[src/rtl/cpu_interrupt_handler_if.sv]
// Memory bus between the interrupt sequencer and system memory.
//   mem_addr     : bus address (driven by master)
//   mem_data_out : write data (driven by master)
//   mem_write_en : write strobe (driven by master)
//   mem_data_in  : read data, one registered stage behind mem_addr (driven by slave)
interface cpu_interrupt_handler_if;
  logic [15:0] mem_addr;
  logic [7:0]  mem_data_in;
  logic [7:0]  mem_data_out;
  logic        mem_write_en;

  modport master (
    output mem_addr,
    output mem_data_out,
    output mem_write_en,
    input  mem_data_in
  );

  modport slave (
    input  mem_addr,
    input  mem_data_out,
    input  mem_write_en,
    output mem_data_in
  );
endinterface

[src/rtl/cpu_interrupt_handler.sv]
// Instruction-boundary interrupt sequencer for the NES 6502 core.
// Started once per instruction; either passes PC/P/SP through or owns the
// memory bus to run a soft-reset, RTI, or BRK/NMI/IRQ push-and-vector sequence.
// Ports:
//   clk, rst            : clock, synchronous active-high reset
//   bus (master)        : memory address/data/write strobe
//   start, done, busy   : per-instruction handshake
//   pc/status/stack_in  : architectural state at the boundary
//   pc/status/stack_out : resulting state, valid while done is high
//   is_break, is_rti    : current instruction decode
//   soft_reset, nIRQ    : reset request, active-low level IRQ
//   ppu_status, ppu_ctrl1 : vblank (bit 7) and NMI enable (bit 7)
//   halt                : DMA freeze
//   interrupt_disable   : status_in[2], combinational
module cpu_interrupt_handler #(
  parameter logic [15:0] NMI_VEC   = 16'hFFFA,
  parameter logic [15:0] RESET_VEC = 16'hFFFC,
  parameter logic [15:0] IRQ_VEC   = 16'hFFFE
) (
  input  logic                    clk,
  input  logic                    rst,
  cpu_interrupt_handler_if.master bus,
  input  logic                    is_break,
  input  logic [7:0]              ppu_status,
  input  logic                    soft_reset,
  input  logic                    is_rti,
  input  logic                    start,
  output logic                    done,
  output logic                    busy,
  input  logic [15:0]             pc_in,
  input  logic [7:0]              status_in,
  input  logic [7:0]              stack_in,
  output logic [15:0]             pc_out,
  output logic [7:0]              status_out,
  output logic [7:0]              stack_out,
  output logic                    interrupt_disable,
  input  logic                    halt,
  input  logic                    nIRQ,
  input  logic [7:0]              ppu_ctrl1
);

  localparam int unsigned AW = 16;
  localparam int unsigned DW = 8;
  localparam logic [DW-1:0] STACK_PAGE = 8'h01;

  typedef enum logic [3:0] {
    S_IDLE, S_PUSH_PCL, S_PUSH_P, S_VEC_LO, S_VEC_HI,
    S_CAP_LO, S_CAP_HI, S_RTI_HOLD, S_RTI_A2, S_RTI_A3
  } state_t;

  typedef enum logic [2:0] {
    SEL_PASS, SEL_RESET, SEL_RTI, SEL_BRK, SEL_NMI, SEL_IRQ
  } sel_t;

  state_t        state;
  sel_t          sel;
  logic          nmi_q, nmi_pending, rst_pending, is_rti_q;
  logic          nmi_line, nmi_edge;
  logic [DW-1:0] ptr_q, p_push_q, res_status_q, res_stack_q, lo_q, p_q;
  logic [DW-1:0] p_push;
  logic [AW-1:0] pc_push_q, vec_q, pc_push;
  logic          unused_bits;

  function automatic logic [AW-1:0] stack_addr(input logic [DW-1:0] sp);
    return {STACK_PAGE, sp};
  endfunction

  assign interrupt_disable = status_in[2];
  assign nmi_line          = ppu_status[7] & ppu_ctrl1[7];
  assign nmi_edge          = nmi_line & ~nmi_q;
  assign unused_bits       = &{1'b0, ppu_status[6:0], ppu_ctrl1[6:0]};

  // Priority selection of the sequence to run at this boundary
  always_comb begin
    sel = SEL_PASS;
    if (rst_pending)                   sel = SEL_RESET;
    else if (is_rti)                   sel = SEL_RTI;
    else if (is_break)                 sel = SEL_BRK;
    else if (nmi_pending)              sel = SEL_NMI;
    else if (!nIRQ && !status_in[2])   sel = SEL_IRQ;
  end

  // BRK pushes the address past its signature byte and sets B; NMI/IRQ clear B
  assign pc_push = (sel == SEL_BRK) ? pc_in + 16'd1 : pc_in;
  assign p_push  = (sel == SEL_BRK) ? (status_in | 8'h30)
                                    : ((status_in | 8'h20) & 8'hEF);

  // Sequencer, pending-request flags and registered outputs
  always_ff @(posedge clk) begin
    if (rst) begin
      state            <= S_IDLE;
      done             <= 1'b0;
      busy             <= 1'b0;
      bus.mem_addr     <= '0;
      bus.mem_data_out <= '0;
      bus.mem_write_en <= 1'b0;
      pc_out           <= '0;
      status_out       <= '0;
      stack_out        <= 8'hFF;
      nmi_q            <= 1'b0;
      nmi_pending      <= 1'b0;
      rst_pending      <= 1'b0;
      is_rti_q         <= 1'b0;
      ptr_q            <= '0;
      pc_push_q        <= '0;
      p_push_q         <= '0;
      vec_q            <= '0;
      res_status_q     <= '0;
      res_stack_q      <= '0;
      lo_q             <= '0;
      p_q              <= '0;
    end else begin
      // Edge detection keeps running through halt so a vblank is never lost
      nmi_q <= nmi_line;
      if (nmi_edge)
        nmi_pending <= 1'b1;
      else if (!halt && state == S_IDLE && start && sel == SEL_NMI)
        nmi_pending <= 1'b0;

      if (halt) begin
        bus.mem_write_en <= 1'b0;
      end else begin
        if (soft_reset)
          rst_pending <= 1'b1;
        else if (state == S_IDLE && start && sel == SEL_RESET)
          rst_pending <= 1'b0;

        bus.mem_write_en <= 1'b0;
        case (state)
          S_IDLE: begin
            if (start) begin
              case (sel)
                SEL_PASS: begin
                  pc_out     <= pc_in;
                  status_out <= status_in;
                  stack_out  <= stack_in;
                  done       <= 1'b1;
                end
                SEL_RESET: begin
                  done         <= 1'b0;
                  busy         <= 1'b1;
                  bus.mem_addr <= RESET_VEC;
                  vec_q        <= RESET_VEC;
                  is_rti_q     <= 1'b0;
                  res_status_q <= status_in | 8'h04;
                  res_stack_q  <= stack_in - 8'd3;
                  state        <= S_VEC_HI;
                end
                SEL_RTI: begin
                  done         <= 1'b0;
                  busy         <= 1'b1;
                  bus.mem_addr <= stack_addr(stack_in + 8'd1);
                  ptr_q        <= stack_in + 8'd2;
                  is_rti_q     <= 1'b1;
                  res_stack_q  <= stack_in + 8'd3;
                  state        <= S_RTI_HOLD;
                end
                default: begin
                  done             <= 1'b0;
                  busy             <= 1'b1;
                  bus.mem_addr     <= stack_addr(stack_in);
                  bus.mem_data_out <= pc_push[15:8];
                  bus.mem_write_en <= 1'b1;
                  ptr_q            <= stack_in - 8'd1;
                  pc_push_q        <= pc_push;
                  p_push_q         <= p_push;
                  vec_q            <= (sel == SEL_NMI) ? NMI_VEC : IRQ_VEC;
                  is_rti_q         <= 1'b0;
                  res_status_q     <= (status_in & 8'hCF) | 8'h04;
                  res_stack_q      <= stack_in - 8'd3;
                  state            <= S_PUSH_PCL;
                end
              endcase
            end
          end
          S_PUSH_PCL: begin
            bus.mem_addr     <= stack_addr(ptr_q);
            bus.mem_data_out <= pc_push_q[7:0];
            bus.mem_write_en <= 1'b1;
            ptr_q            <= ptr_q - 8'd1;
            state            <= S_PUSH_P;
          end
          S_PUSH_P: begin
            bus.mem_addr     <= stack_addr(ptr_q);
            bus.mem_data_out <= p_push_q;
            bus.mem_write_en <= 1'b1;
            state            <= S_VEC_LO;
          end
          S_VEC_LO: begin
            bus.mem_addr <= vec_q;
            state        <= S_VEC_HI;
          end
          S_VEC_HI: begin
            bus.mem_addr <= vec_q + 16'd1;
            state        <= S_CAP_LO;
          end
          // First pull address is held a second cycle so P lands two edges later
          S_RTI_HOLD: state <= S_RTI_A2;
          S_RTI_A2: begin
            bus.mem_addr <= stack_addr(ptr_q);
            ptr_q        <= ptr_q + 8'd1;
            state        <= S_RTI_A3;
          end
          S_RTI_A3: begin
            bus.mem_addr <= stack_addr(ptr_q);
            p_q          <= bus.mem_data_in;
            state        <= S_CAP_LO;
          end
          S_CAP_LO: begin
            lo_q  <= bus.mem_data_in;
            state <= S_CAP_HI;
          end
          S_CAP_HI: begin
            pc_out     <= {bus.mem_data_in, lo_q};
            status_out <= is_rti_q ? (p_q & 8'hCF) : res_status_q;
            stack_out  <= res_stack_q;
            done       <= 1'b1;
            busy       <= 1'b0;
            state      <= S_IDLE;
          end
          default: state <= S_IDLE;
        endcase
      end
    end
  end

endmodule

[src/flat_wrapper.sv]
// flat-port wrapper written by rule: the top's interface ports become plain ports
module cpu_interrupt_handler_flat 
#(
  parameter logic [15:0] NMI_VEC   = 16'hFFFA,
  parameter logic [15:0] RESET_VEC = 16'hFFFC,
  parameter logic [15:0] IRQ_VEC   = 16'hFFFE
)
  (clk, rst, is_break, ppu_status, soft_reset, is_rti, start, done, busy, pc_in, status_in, stack_in, pc_out, status_out, stack_out, interrupt_disable, halt, nIRQ, ppu_ctrl1, bus_mem_addr, bus_mem_data_out, bus_mem_write_en, bus_mem_data_in);
  cpu_interrupt_handler_if bus_i ();
  input  logic clk;
  input  logic rst;
  input  logic is_break;
  input  logic [7:0] ppu_status;
  input  logic soft_reset;
  input  logic is_rti;
  input  logic start;
  output logic done;
  output logic busy;
  input  logic [15:0] pc_in;
  input  logic [7:0] status_in;
  input  logic [7:0] stack_in;
  output logic [15:0] pc_out;
  output logic [7:0] status_out;
  output logic [7:0] stack_out;
  output logic interrupt_disable;
  input  logic halt;
  input  logic nIRQ;
  input  logic [7:0] ppu_ctrl1;
  output wire logic [$bits(bus_i.mem_addr)-1:0] bus_mem_addr;
  output wire logic [$bits(bus_i.mem_data_out)-1:0] bus_mem_data_out;
  output wire logic [$bits(bus_i.mem_write_en)-1:0] bus_mem_write_en;
  input wire logic [$bits(bus_i.mem_data_in)-1:0] bus_mem_data_in;
  assign bus_mem_addr = bus_i.mem_addr;
  assign bus_mem_data_out = bus_i.mem_data_out;
  assign bus_mem_write_en = bus_i.mem_write_en;
  assign bus_i.mem_data_in = bus_mem_data_in;
  cpu_interrupt_handler #(.NMI_VEC(NMI_VEC), .RESET_VEC(RESET_VEC), .IRQ_VEC(IRQ_VEC)) u_core (.clk(clk), .rst(rst), .bus(bus_i), .is_break(is_break), .ppu_status(ppu_status), .soft_reset(soft_reset), .is_rti(is_rti), .start(start), .done(done), .busy(busy), .pc_in(pc_in), .status_in(status_in), .stack_in(stack_in), .pc_out(pc_out), .status_out(status_out), .stack_out(stack_out), .interrupt_disable(interrupt_disable), .halt(halt), .nIRQ(nIRQ), .ppu_ctrl1(ppu_ctrl1));
endmodule
[config.mk]
export PLATFORM = sky130hd
export DESIGN_NAME = cpu_interrupt_handler_flat
export DESIGN_NICKNAME = d
export VERILOG_FILES = /design/src/rtl/cpu_interrupt_handler_if.sv /design/src/rtl/cpu_interrupt_handler.sv /design/src/flat_wrapper.sv
export SDC_FILE = /design/constraint.sdc
export NUM_CORES = 1
export LEC_CHECK = 0
export CAP_MARGIN = 20
export CELL_PAD_IN_SITES_DETAIL_PLACEMENT = 1
export CELL_PAD_IN_SITES_GLOBAL_PLACEMENT = 1
export CORE_AREA = 4 4 143 145
export CTS_CLUSTER_DIAMETER = 30
export DETAILED_ROUTE_END_ITERATION = 16
export DIE_AREA = 0 0 147 149
export PLACE_DENSITY = 0.73
export SYNTH_ARGS = -nofsm -noshare
export SYNTH_HDL_FRONTEND = slang
export SYNTH_SLANG_ARGS = --single-unit
[constraint.sdc]
create_clock -name clk -period 4.16 [get_ports clk]
set_input_delay 1.04 -clock clk [delete_from_list [all_inputs] [get_ports clk]]
set_output_delay 1.04 -clock clk [all_outputs]
set_load 0.01 [all_outputs]
Yosys cells after proc, flatten, opt, wreduce, memory -nomap -nowiden
Cells that the tools add are included.
{"block": "word_totals", "out_inout_bits": 60, "regBits": 139, "in_bits": 64, "mem_bits_ro": 0, "latch_bits": 0, "ram_bits": 0, "memories": 0}
{"block": "classes", "n_mul": 0, "bitwise_logic": 7, "n_reduce_logical": 37, "n_mux": 47, "shifts": 0, "add_sub_neg": 9, "eq_ne": 18, "div_mod_pow": 0, "magnitude_cmp": 0}
{"op": "$pmux W8 S2", "count": 5}
{"op": "$mux W16", "count": 4}
{"op": "$mux W8", "count": 8}
{"op": "$pmux W16 S2", "count": 2}
{"op": "$pmux W16 S4", "count": 1}
{"op": "$pmux W16 S3", "count": 1}
{"op": "$pmux W8 S3", "count": 2}
{"op": "$add A16 B1 Y16 const B", "count": 2}
{"op": "$pmux W4 S8", "count": 1}
{"op": "$reduce_and A4 Y1", "count": 8}
{"op": "$mux W3", "count": 6}
{"op": "$add A8 B1 Y8 const B", "count": 2}
{"op": "$add A8 B2 Y8 const B", "count": 2}
{"op": "$eq A4 B3 Y1 const B", "count": 4}
{"op": "$sub A8 B1 Y8 const B", "count": 2}
{"op": "$pmux W4 S3", "count": 1}
{"op": "$mux W1", "count": 10}
{"op": "$ne A2 B2 Y1 const B", "count": 5}
{"op": "$reduce_or A2 Y1", "count": 5}
{"op": "$eq A4 B2 Y1 const B", "count": 2}
{"op": "$eq A4 B4 Y1 const B", "count": 2}
{"op": "$pmux W1 S2", "count": 4}
{"op": "$sub A8 B2 Y8 const B", "count": 1}
{"op": "$eq A3 B2 Y1 const B", "count": 2}
{"op": "other kinds (18)", "count": 36}

Depth between registers and ports, before layout
Gate-level depths: netlist of the first run.
{"block": "logic_depth", "word_depth": 12, "ltp_mapped": 10, "mapped_depth_nobuf": 8}

Least setup slack after synthesis of the first run
OpenSTA, ideal clock, no wires.
{"block": "synth_path", "path_type": "input-to-reg", "from": "in is_rti", "to": "reg u_core.res_stack_q[5]", "setup_slack_ns": 1.402, "t_arrival_ns": 2.636, "n_path_buf": 2, "cell_stages": 10, "required_time_ns": 4.038, "path_cell_list": "nand2b_1 buf_2 inv_1 buf_2 ha_1 a21o_1 a211o_1 a21oi_1 xor2_1 o21ai_0"}
{"block": "synth_via", "elab_chain_cells": 5, "elab_cells_between_ends": 7, "cone_classes": "eq/ne: 1; mux: 3; bitwise: 1; reduce/logical: 2"}
{"item": "start, declared", "line": "flat_wrapper.sv:15", "rtl": "input logic is_rti;"}
{"item": "$mux W3 *", "line": "cpu_interrupt_handler.sv:77", "rtl": "else if (is_rti) sel = SEL_RTI;"}
{"item": "$mux W3 *", "line": "cpu_interrupt_handler.sv:76", "rtl": "if (rst_pending) sel = SEL_RESET;"}
{"item": "$logic_not A3 Y1", "line": "cpu_interrupt_handler.sv:132", "rtl": "case (sel)"}
{"item": "$not A1 Y1 (no line)"}
{"item": "$reduce_and A4 Y1 (no line)"}
{"item": "end signal, assigned", "line": "cpu_interrupt_handler.sv:146", "rtl": "res_stack_q <= stack_in - 8'd3;"}
{"item": "end signal, assigned", "line": "cpu_interrupt_handler.sv:155", "rtl": "res_stack_q <= stack_in + 8'd3;"}
{"item": "end signal, assigned", "line": "cpu_interrupt_handler.sv:170", "rtl": "res_stack_q <= stack_in - 8'd3;"}
{"item": "end, declared", "line": "cpu_interrupt_handler.sv:59", "rtl": "logic [DW-1:0] ptr_q, p_push_q, res_status_q, res_stack_q, lo_q, p_q;"}
Mark *: on every way between the ends. The rest lies on a longest branch, timed or not.
A chain may end at the register's enable or synchronous reset.

Worst setup path in the final report of the first run
{"block": "layout_path", "from": "in status_in[2]", "to": "out interrupt_disable"}
{"item": "start, declared", "line": "flat_wrapper.sv:20", "rtl": "input logic [7:0] status_in;"}
{"item": "end, declared", "line": "flat_wrapper.sv:25", "rtl": "output logic interrupt_disable;"}
No word-level cell between the ends.

==> summary.md, run 1 <==
| Metric | Value |
|---|---|
| Status | `completed` |
| Non-Filler Instances | `1162` |
| Rows | `51` |
| Final period demand of the worst path | `3.242 ns` |
| Top cells by area, synth | `dfxtp_1 (36%), nand2_1 (6.7%), nor2_1 (5.5%)` |
| IO Port Bufs | `109` |
| Syn Nets | `891` |
| DRT antenna net count | `0` |
| Total of max-cap violations | `0` |
| Gpl congestion | `0.7743` |
| Synth cell types | `71` |
| Critical path endpoint category | `primary output` |
| Pwr Density | `430.9 nW/um^2` |
| Setup violations, final | `0` |
| Worst EP arrival | `2.20 ns` |
| Initial antenna violation count | `0` |
| Fin crit share | `77.94%` |
| Post-synth design cell area | `6585 sq um` |
| Clk pin slew, worst setup/hold paths | `0.06 ns` |
| Placed insts | `1130` |
| Worst Tran Pin Value | `1.122 ns` |
| Grt ovf | `0` |
| Overall routing resource usage | `19.21%` |
| RSZ-0062 raised after global routing | `no` |
| Worst vdd ir | `314.7 uV` |
| Sequential share of the synthesized area | `35.57%` |
| Final #Nets | `970` |
| DRC | `0` |
| Routed WL per cell | `17.88 um` |
| Synth Register Bits | `117` |
| Post-CTS sizing | `0` |
| DIE AREA | `21900 sq um` |
| Total setup buffers inserted after CTS | `0` |
| Worst Clk Skew | `0.008935 ns` |
| Worst skew pair latency | `0.42 ns` |
| Starting DRT DRC Count | `331` |
| Buf+Inv Stages, Crit Path | `2` |
| Drt total wl | `20.78 mm` |
| Yosys synthesis warning count | `0` |
| Largest net degree at the start of global routing | `97` |
| Crit path max-delay family | `buffers and inverters` |
| CTS Hold Bufs | `0` |
| Placed Area | `7804 sq um` |
| Starting Density | `34.28%` |
| Worst min path class | `flop to flop` |
| Synth Area per Inst | `8.180 sq um` |
| First-pass GRT wire length | `34.14 mm` |
| Slowest stage delay, CP | `0.58 ns` |
| Max transition margin | `25.22%` |
| Clock sink count | `117` |
| Core Area | `19210 sq um` |
| CP max-delay cell | `clkdlybuf4s50_1` |
| Most frequent cells in the layout | `nand2_1 (117), dfxtp_1 (117), clkdlybuf4s50_1 (108)` |
| Finished Cell Area | `8428 sq um` |
| Via-to-Cell Ratio | `5.396` |
| CTS tree | `built` |
| Yosys top cell by area | `dfxtp_1` |
| Max Freq | `308.4 MHz` |
| Antenna fix cells | `0` |
| Total power | `0.003632 W` |
| Vias post-DR | `6270` |
| CTS Buffer Depth | `2` |
| Cell mode on critical path | `clkdlybuf4s50_1` |
| I/O pin count | `124` |
| Root buffer cell | `clkbuf_16` |
| Min Hold Slack | `0.4567 ns` |
| Layout cell share with drive strength beyond 1 | `8.027%` |
| Fillers | `2275` |
| Pins Over Slew Limit | `0` |
| CP Max Fanout | `5` |
| Number of synthesized flops with an enable pin | `0` |
| Number of global-route vias before repair | `6300` |
| Ys async rst share | `0%` |
| Total Negative Setup Slacks | `0 ns` |
| Ys flop type | `dfxtp_1` |
| Critical path, cell by cell | `clkdlybuf4s50_1 -> clkdlybuf4s50_1` |
| Die H | `149 um` |
| CP required | `3.12 ns` |
| Final Hold Fails | `0` |
| Area share of the largest cell type after synthesis | `35.57%` |
| Die width | `147 um` |
| H-tree Lvls | `4` |
| Area Growth Syn to Fin | `27.99%` |
| Leakage | `3.128 nW` |
| CTS Buf Count | `17` |
| TritonRoute pass-1 iters | `4` |
| Placed wire-length estimate | `14.70 mm` |
| Crit start category | `input port` |
| Mapped Cells | `805` |
| WS Path Type | `input port to primary output` |
## area by class of cell
| class | count | area, sq um | share of cell area [%] |
|---|---|---|---|
| inverter | 16 | 60.06 | 0.7126 |
| tap | 265 | 331.6 | 3.934 |
| multi-input combinational | 606 | 3856 | 45.75 |
| timing repair buffer | 126 | 1214 | 14.40 |
| clock buffer | 19 | 442.9 | 5.255 |
| sequential | 117 | 2342 | 27.79 |
| clock inverter | 13 | 181.4 | 2.153 |
## metrics by stage
| step | worst slack, ns | util [%] |
|---|---|---|
| detailed placement | 0.5258 | 40.63 |
| floorplan | 1.402 | - |
| global route | 0.7065 | 43.88 |
| CTS | 0.9293 | 43.88 |
| global placement | 0.5741 | 40.63 |
| finish | 0.9176 | 43.88 |
## final timing paths
| path | slack [ns] | depth (start not counted) | end | from |
|---|---|---|---|---|
| max | 0.92 | 2 | interrupt_disable | status_in[2] |
| min | 0.46 | 2 | u_core.res_status_q[1]$_SDFFE_PP0P_ | u_core.res_status_q[1]$_SDFFE_PP0P_ |
| max reg2reg | 1.09 | 8 | u_core.ptr_q[6]$_SDFFE_PP0P_ | u_core.state[2]$_SDFFE_PP0P_ |
| min reg2reg | 0.46 | 2 | u_core.res_status_q[1]$_SDFFE_PP0P_ | u_core.res_status_q[1]$_SDFFE_PP0P_ |
## per-layer routing
layer  global-route usage [%]  part of all wire (%)
met1                    27.94                    51
met2                    29.29                    44
met3                    3.555                   3.7
met4                    5.126                   1.1
met5                        0                     0
## Yosys cell counts (all sizes together) (5+ instances only)
| cell | n |
|---|---|
| a211oi | 23 |
| a21oi | 58 |
| a22oi | 10 |
| a311oi | 26 |
| and2 | 9 |
| buf | 35 |
| clkbuf | 31 |
| dfxtp | 117 |
| ha | 20 |
| inv | 16 |
| mux2i | 26 |
| nand2 | 117 |
| nand3 | 13 |
| nand4 | 7 |
| nor2 | 98 |
| nor2b | 8 |
| nor3 | 23 |
| nor4 | 6 |
| o211a | 5 |
| o211ai | 10 |
| o21a | 7 |
| o21ai | 29 |
| o311ai | 9 |
| or3 | 6 |
| xnor2 | 13 |
| xor2 | 13 |
## where the power goes
part	total (W)	leakage [nW]	switching, W	internal, W
logic	0.000798	1.87	0.000446	0.000352
registers	0.00127	0.952	0.0000704	0.00120
clock network	0.00156	0.303	0.000547	0.00102
total	0.00363	3.13	0.00106	0.00257
## sequential cells by signal, indices dropped and copies added, names as in the netlist, 8 cells and up
register	flops
u_core.pc_out	16
u_core.bus.mem_addr	10
u_core.bus.mem_data_out	8
u_core.lo_q	8
u_core.p_push_q	8
u_core.pc_push_q	8
u_core.ptr_q	8
u_core.res_stack_q	8
u_core.res_status_q	8
u_core.stack_out	8
u_core.status_out	8
## cells by family after synthesis
| logic type | Yosys count | share of synthesized area (%) |
|---|---|---|
| AO/OA/AOI/OAI | 214 | 24.04 |
| XOR/XNOR | 26 | 3.458 |
| adder cells (fa/ha/maj) | 22 | 4.408 |
| buffers and inverters | 82 | 5.966 |
| flip-flops | 117 | 35.57 |
| multiplexers | 26 | 3.952 |
| AND/OR/NAND/NOR | 318 | 22.61 |
No activity file was read; power rests on OpenSTA's default activity.
==> run 2, diff against run 1 <==
==> constraint.sdc (replaced) <==
create_clock -name clk -period 3.1 [get_ports clk]
set_input_delay 0.775 -clock clk [delete_from_list [all_inputs] [get_ports clk]]
set_output_delay 0.775 -clock clk [all_outputs]
set_load 0.01 [all_outputs]
==> run 2 against run 1 <==
  * Clock power rose by 33%
  * Die area unchanged
  * Highest routed layer unchanged
  * Total power is 35% higher
  * Non-clock buffer count increased by 33
  * First-iteration DRC count shrank 1.8%
  * Register-to-register slack got worse by 0.50 ns
  * Utilization grew 1.3 points
  * Combinational power is 43% higher
==> summary.md, run 2 (synthesis results as in run 1) <==
| Metric | Value |
|---|---|
| Status | `completed` |
| CTS Buf Count | `17` |
| Number of global-route vias before repair | `6393` |
| CP required | `3.41 ns` |
| Max Freq | `356.7 MHz` |
| DRT antenna net count | `0` |
| Drt total wl | `21.64 mm` |
| Worst Reg-to-Reg Cells | `9` |
| Footprint of the multi-input gates | `3856 sq um` |
| Worst Clk Skew | `0.006224 ns` |
| Starting DRT DRC Count | `325` |
| WS Path Type | `input port to flop` |
| Die width | `147 um` |
| Die H | `149 um` |
| Largest net degree at the start of global routing | `48` |
| Hold path cells | `2` |
| Rows | `51` |
| Via-to-Cell Ratio | `5.340` |
| Total of max-cap violations | `0` |
| Max transition margin | `42.43%` |
| CP max-delay cell | `a2111oi_4` |
| Starting Density | `34.28%` |
| Routed WL per cell | `18.11 um` |
| DRC | `0` |
| H-tree Lvls | `4` |
| I/O pin count | `124` |
| Pins Over Slew Limit | `0` |
| Fillers | `2273` |
| Register Area | `2342 sq um` |
| Total setup buffers inserted after CTS | `0` |
| Min Hold Slack | `0.4570 ns` |
| Worst EP arrival | `3.11 ns` |
| Buf+Inv Stages, Crit Path | `1` |
| First-pass GRT wire length | `34.75 mm` |
| CP Depth | `6` |
| Initial antenna violation count | `0` |
| Setup violations, final | `0` |
| Slowest stage delay, CP | `0.88 ns` |
| Crit start category | `input port` |
| Final Hold Fails | `0` |
| Final #Nets | `1003` |
| Gpl congestion | `0.8137` |
| Grt ovf | `0` |
| Fin crit share | `90.44%` |
| Worst skew pair latency | `0.42 ns` |
| Largest regs | `u_core.pc_out x16, u_core.bus.mem_addr x10` |
| Placed wire-length estimate | `15.70 mm` |
| Most frequent cells in the layout | `nand2_1 (117), dfxtp_1 (117), clkdlybuf4s50_1 (108)` |
| Reg with most FFs | `u_core.pc_out` |
| Overall routing resource usage | `19.59%` |
| Antenna fix cells | `0` |
| Final period demand of the worst path | `2.803 ns` |
| Critical path endpoint category | `flop` |
| Total power | `0.004907 W` |
| Worst min path class | `flop to flop` |
| DIE AREA | `21900 sq um` |
| Core Area | `19210 sq um` |
| Root buffer cell | `clkbuf_16` |
| IO Port Bufs | `109` |
| CTS Hold Bufs | `0` |
| RSZ-0062 raised after global routing | `no` |
| CTS Buffer Depth | `2` |
| Reg2Reg Setup Slack | `0.59 ns` |
| Post-CTS sizing | `0` |
| CP Max Fanout | `17` |
| CTS tree | `built` |
| TritonRoute pass-1 iters | `5` |
| Worst Tran Pin Value | `0.8635 ns` |
| Layout cell share with drive strength beyond 1 | `11.08%` |
| Crit path max-delay family | `compound AO/OA/AOI/OAI gates` |
| Area Growth Syn to Fin | `31.81%` |
| Critical path, cell by cell | `clkdlybuf4s50_1 -> or4_4 -> o211ai_1 -> a2111oi_4 -> o221ai_1 -> o211a_1` |
| Clk pin slew, worst setup/hold paths | `0.06 ns` |
| Worst vdd ir | `406.8 uV` |
| Pwr Density | `565.4 nW/um^2` |
| Leakage | `3.279 nW` |
| Vias post-DR | `6381` |
| Max reg flops | `16` |
| Clock sink count | `117` |
==> run 2: changes by cell type in the layout (fill, tap and decap cells not counted), sizes merged <==
cell      previous run  this run
clkinv               7         4
clkbuf              19        20
buf                 18        51
clkinvlp             2         3
inv                 16        17
==> run 2: where the power goes <==
| part | internal (W) | total [W] | switching (W) |
|---|---|---|---|
| Clock | 0.00135 | 0.00208 | 0.000730 |
| Sequential | 0.00161 | 0.00169 | 0.0000777 |
| Combinational | 0.000510 | 0.00114 | 0.000632 |
==> run 2: final timing paths <==
| path | start | to |
|---|---|---|
| worst max-delay path | is_rti | u_core.bus.mem_data_out[1]$_SDFFE_PP0P_ |
| worst min-delay path | u_core.res_status_q[0]$_SDFFE_PP0P_ | u_core.res_status_q[0]$_SDFFE_PP0P_ |
| worst max register to register | u_core.state[0]$_SDFFE_PP0P_ | u_core.ptr_q[6]$_SDFFE_PP0P_ |
| worst min register to register | u_core.res_status_q[0]$_SDFFE_PP0P_ | u_core.res_status_q[0]$_SDFFE_PP0P_ |
==> run 2: metrics by stage <==
stage | worst slack (ns) | util (%) | cell area (sq um) | instances | setup TNS (ns)
floorplan | 0.5333 | - | 6585 | 805 | 0
global placement | -0.06155 | 41.98 | 8064 | 1163 | -0.1222
detailed placement | -0.1076 | 41.98 | 8064 | 1163 | -0.2614
CTS | 0.3075 | 45.19 | 8680 | 1195 | 0
global route | 0.09284 | 45.19 | 8680 | 1195 | 0
finish | 0.2965 | 45.19 | 8680 | 1195 | 0
==> run 2: worst reg2reg max path, delay by kind of cell (launching register included) <==
| family | cells | cell delay [ns] |
|---|---|---|
| adders and majority gates | 1 | 0.46 |
| and+or+nand+nor | 1 | 0.32 |
| muxes | 1 | 0.20 |
| DFF | 1 | 0.31 |
| buffers and inverters | 2 | 0.34 |
| AOI/OAI and AO/OA | 4 | 0.77 |
==> run 2: routing by layer <==
metal | global-route usage, % | routed length [um] | vias to the layer above | part of all wire (%)
met5 | 0 | 0 | - | 0
met4 | 4.567 | 200 | 0 | 0.92
met3 | 3.434 | 719 | 12 | 3.3
met2 | 30.40 | 9799 | 118 | 45
met1 | 28.47 | 10920 | 3116 | 50
li1 | - | - | 3135 | -
==> run 2: area by class of cell <==
cell class,instances,share of cell area [%]
inverters,16,0.6919
clock inverters,12,2.061
repair buffers,159,16.98
well taps,265,3.820
flip-flops and latches,117,26.99
clock buffers,20,5.031
multi-input cells,606,44.43
==> RTL edit: new RTL, flow settings as in run 2 <==
The 10 states of `state_t` get a one-hot encoding in 10 bits.
--- a/src/rtl/cpu_interrupt_handler.sv
+++ b/src/rtl/cpu_interrupt_handler.sv
@@ -44,7 +44,7 @@
   localparam logic [DW-1:0] STACK_PAGE = 8'h01;
 
-  typedef enum logic [3:0] {
-    S_IDLE, S_PUSH_PCL, S_PUSH_P, S_VEC_LO, S_VEC_HI,
-    S_CAP_LO, S_CAP_HI, S_RTI_HOLD, S_RTI_A2, S_RTI_A3
+  typedef enum logic [9:0] {
+    S_IDLE = 10'b0000000001, S_PUSH_PCL = 10'b0000000010, S_PUSH_P = 10'b0000000100, S_VEC_LO = 10'b0000001000, S_VEC_HI = 10'b0000010000,
+    S_CAP_LO = 10'b0000100000, S_CAP_HI = 10'b0001000000, S_RTI_HOLD = 10'b0010000000, S_RTI_A2 = 10'b0100000000, S_RTI_A3 = 10'b1000000000
   } state_t;
 
Formal check against the unedited RTL: same outputs for any inputs over 4 cycles, from zero or initial values and one cycle with rst high; so few cycles prove little.
==> RTL edit against run 2 <==
  * Count of clock-buffer cells in the layout unchanged
  * Total power shrank 1.2%
  * Setup slack lost 88 ps
  * Sequential power rose by 5%
  * Wire length is 2.8% higher
  * Clock power decreased by 5%
  * Synthesized cell count increased by 1.2%
  * Design area up 3.7%
  * Area after synthesis grew 2.6%
  * Sequential cell count is 6 higher
  * Via count increased by 1.3%
==> RTL edit: results (changes against run 2) <==
status finished, final reports clean; Tot GR Track Use 20.5% (+0.94 points); Post-DP Area 8420 sq um (+4.4%); vias in the first global route 6584 (+3.0%); post-synthesis sequential area ratio 36.4% (+0.87 points); Commonest cells post-synth dfxtp_1, nor2_1, nand2_1; post-layout min period 2890 ps (+88.5 ps); pre-CTS WS -254 ps (-147 ps); distinct cell type count after synthesis 65 (-8.5%); clock share of power 40.8% (-1.5 points); Peak VDD IR 0.000398 V (-2.3%); WL met1 10700 um (-1.9%); Worst setup endpoint u_core.bus.mem_addr[4]$_SDFFE_PP0P_; total power 0.00485 W (-1.2%); hold_sp u_core.nmi_q$_SDFF_PP0_; post-DP HPWL 16500 um (+4.8%); hold path cells 1 (-1); met1 usage 28.4% (-0.080 points); met2 GRT Util 33.2% (+2.8 points); Crit Path Max Fanout 7 (-10); r2r setup slk 210 ps (-380 ps); Avg Synthesized Cell Area 8.29 sq um (+1.4%); fin cells 1225 (+2.5%); synth top area cells dfxtp_1, mux2i_1, nor2_1; max_slew headroom 35.7% (-6.8 points); Worst Hold Path EP u_core.nmi_pending$_SDFFE_PP0P_; R2R Path Start u_core.state[5]$_SDFFE_PP0P_; Routability Congestion 0.846 (+3.9%); share of cells above drive strength 1 12.5% (+1.4 points); Static Leak 3.69 nW (+12%)
## RTL edit: cell count changes in the layout (fill, tap and decap cells not counted), moves of 9 or more
cell      delta
a211oi_2    +12
a311oi_1    -23
buf_4       +12
mux2i_1     +25
nand2_1     -21
nor2_1      +18
o21ai_0      -9
xnor2_1     +11
## RTL edit: final cells by class
| type | count | area, sq um |
|---|---|---|
| multi-input cells | 611 | 3930 |
| repair buffers | 174 | 1630 |
| well taps | 265 | 332 |
| clock inverters | 12 | 140 |
| clock buffers | 20 | 437 |
| fillers | 2282 | 10200 |
| inverters | 20 | 75.1 |
| flip-flops and latches | 123 | 2460 |
## RTL edit: cell families after synthesis
| group | Yosys count | synth area share [%] |
|---|---|---|
| DFF | 123 | 36.4 |
| xor gates and xnor gates | 39 | 5.05 |
| adders and majority gates | 21 | 4.11 |
| and+or+nand+nor | 305 | 20.7 |
| AOI/OAI and AO/OA | 195 | 20.7 |
| buffers and inverters | 81 | 5.48 |
| muxes | 51 | 7.55 |
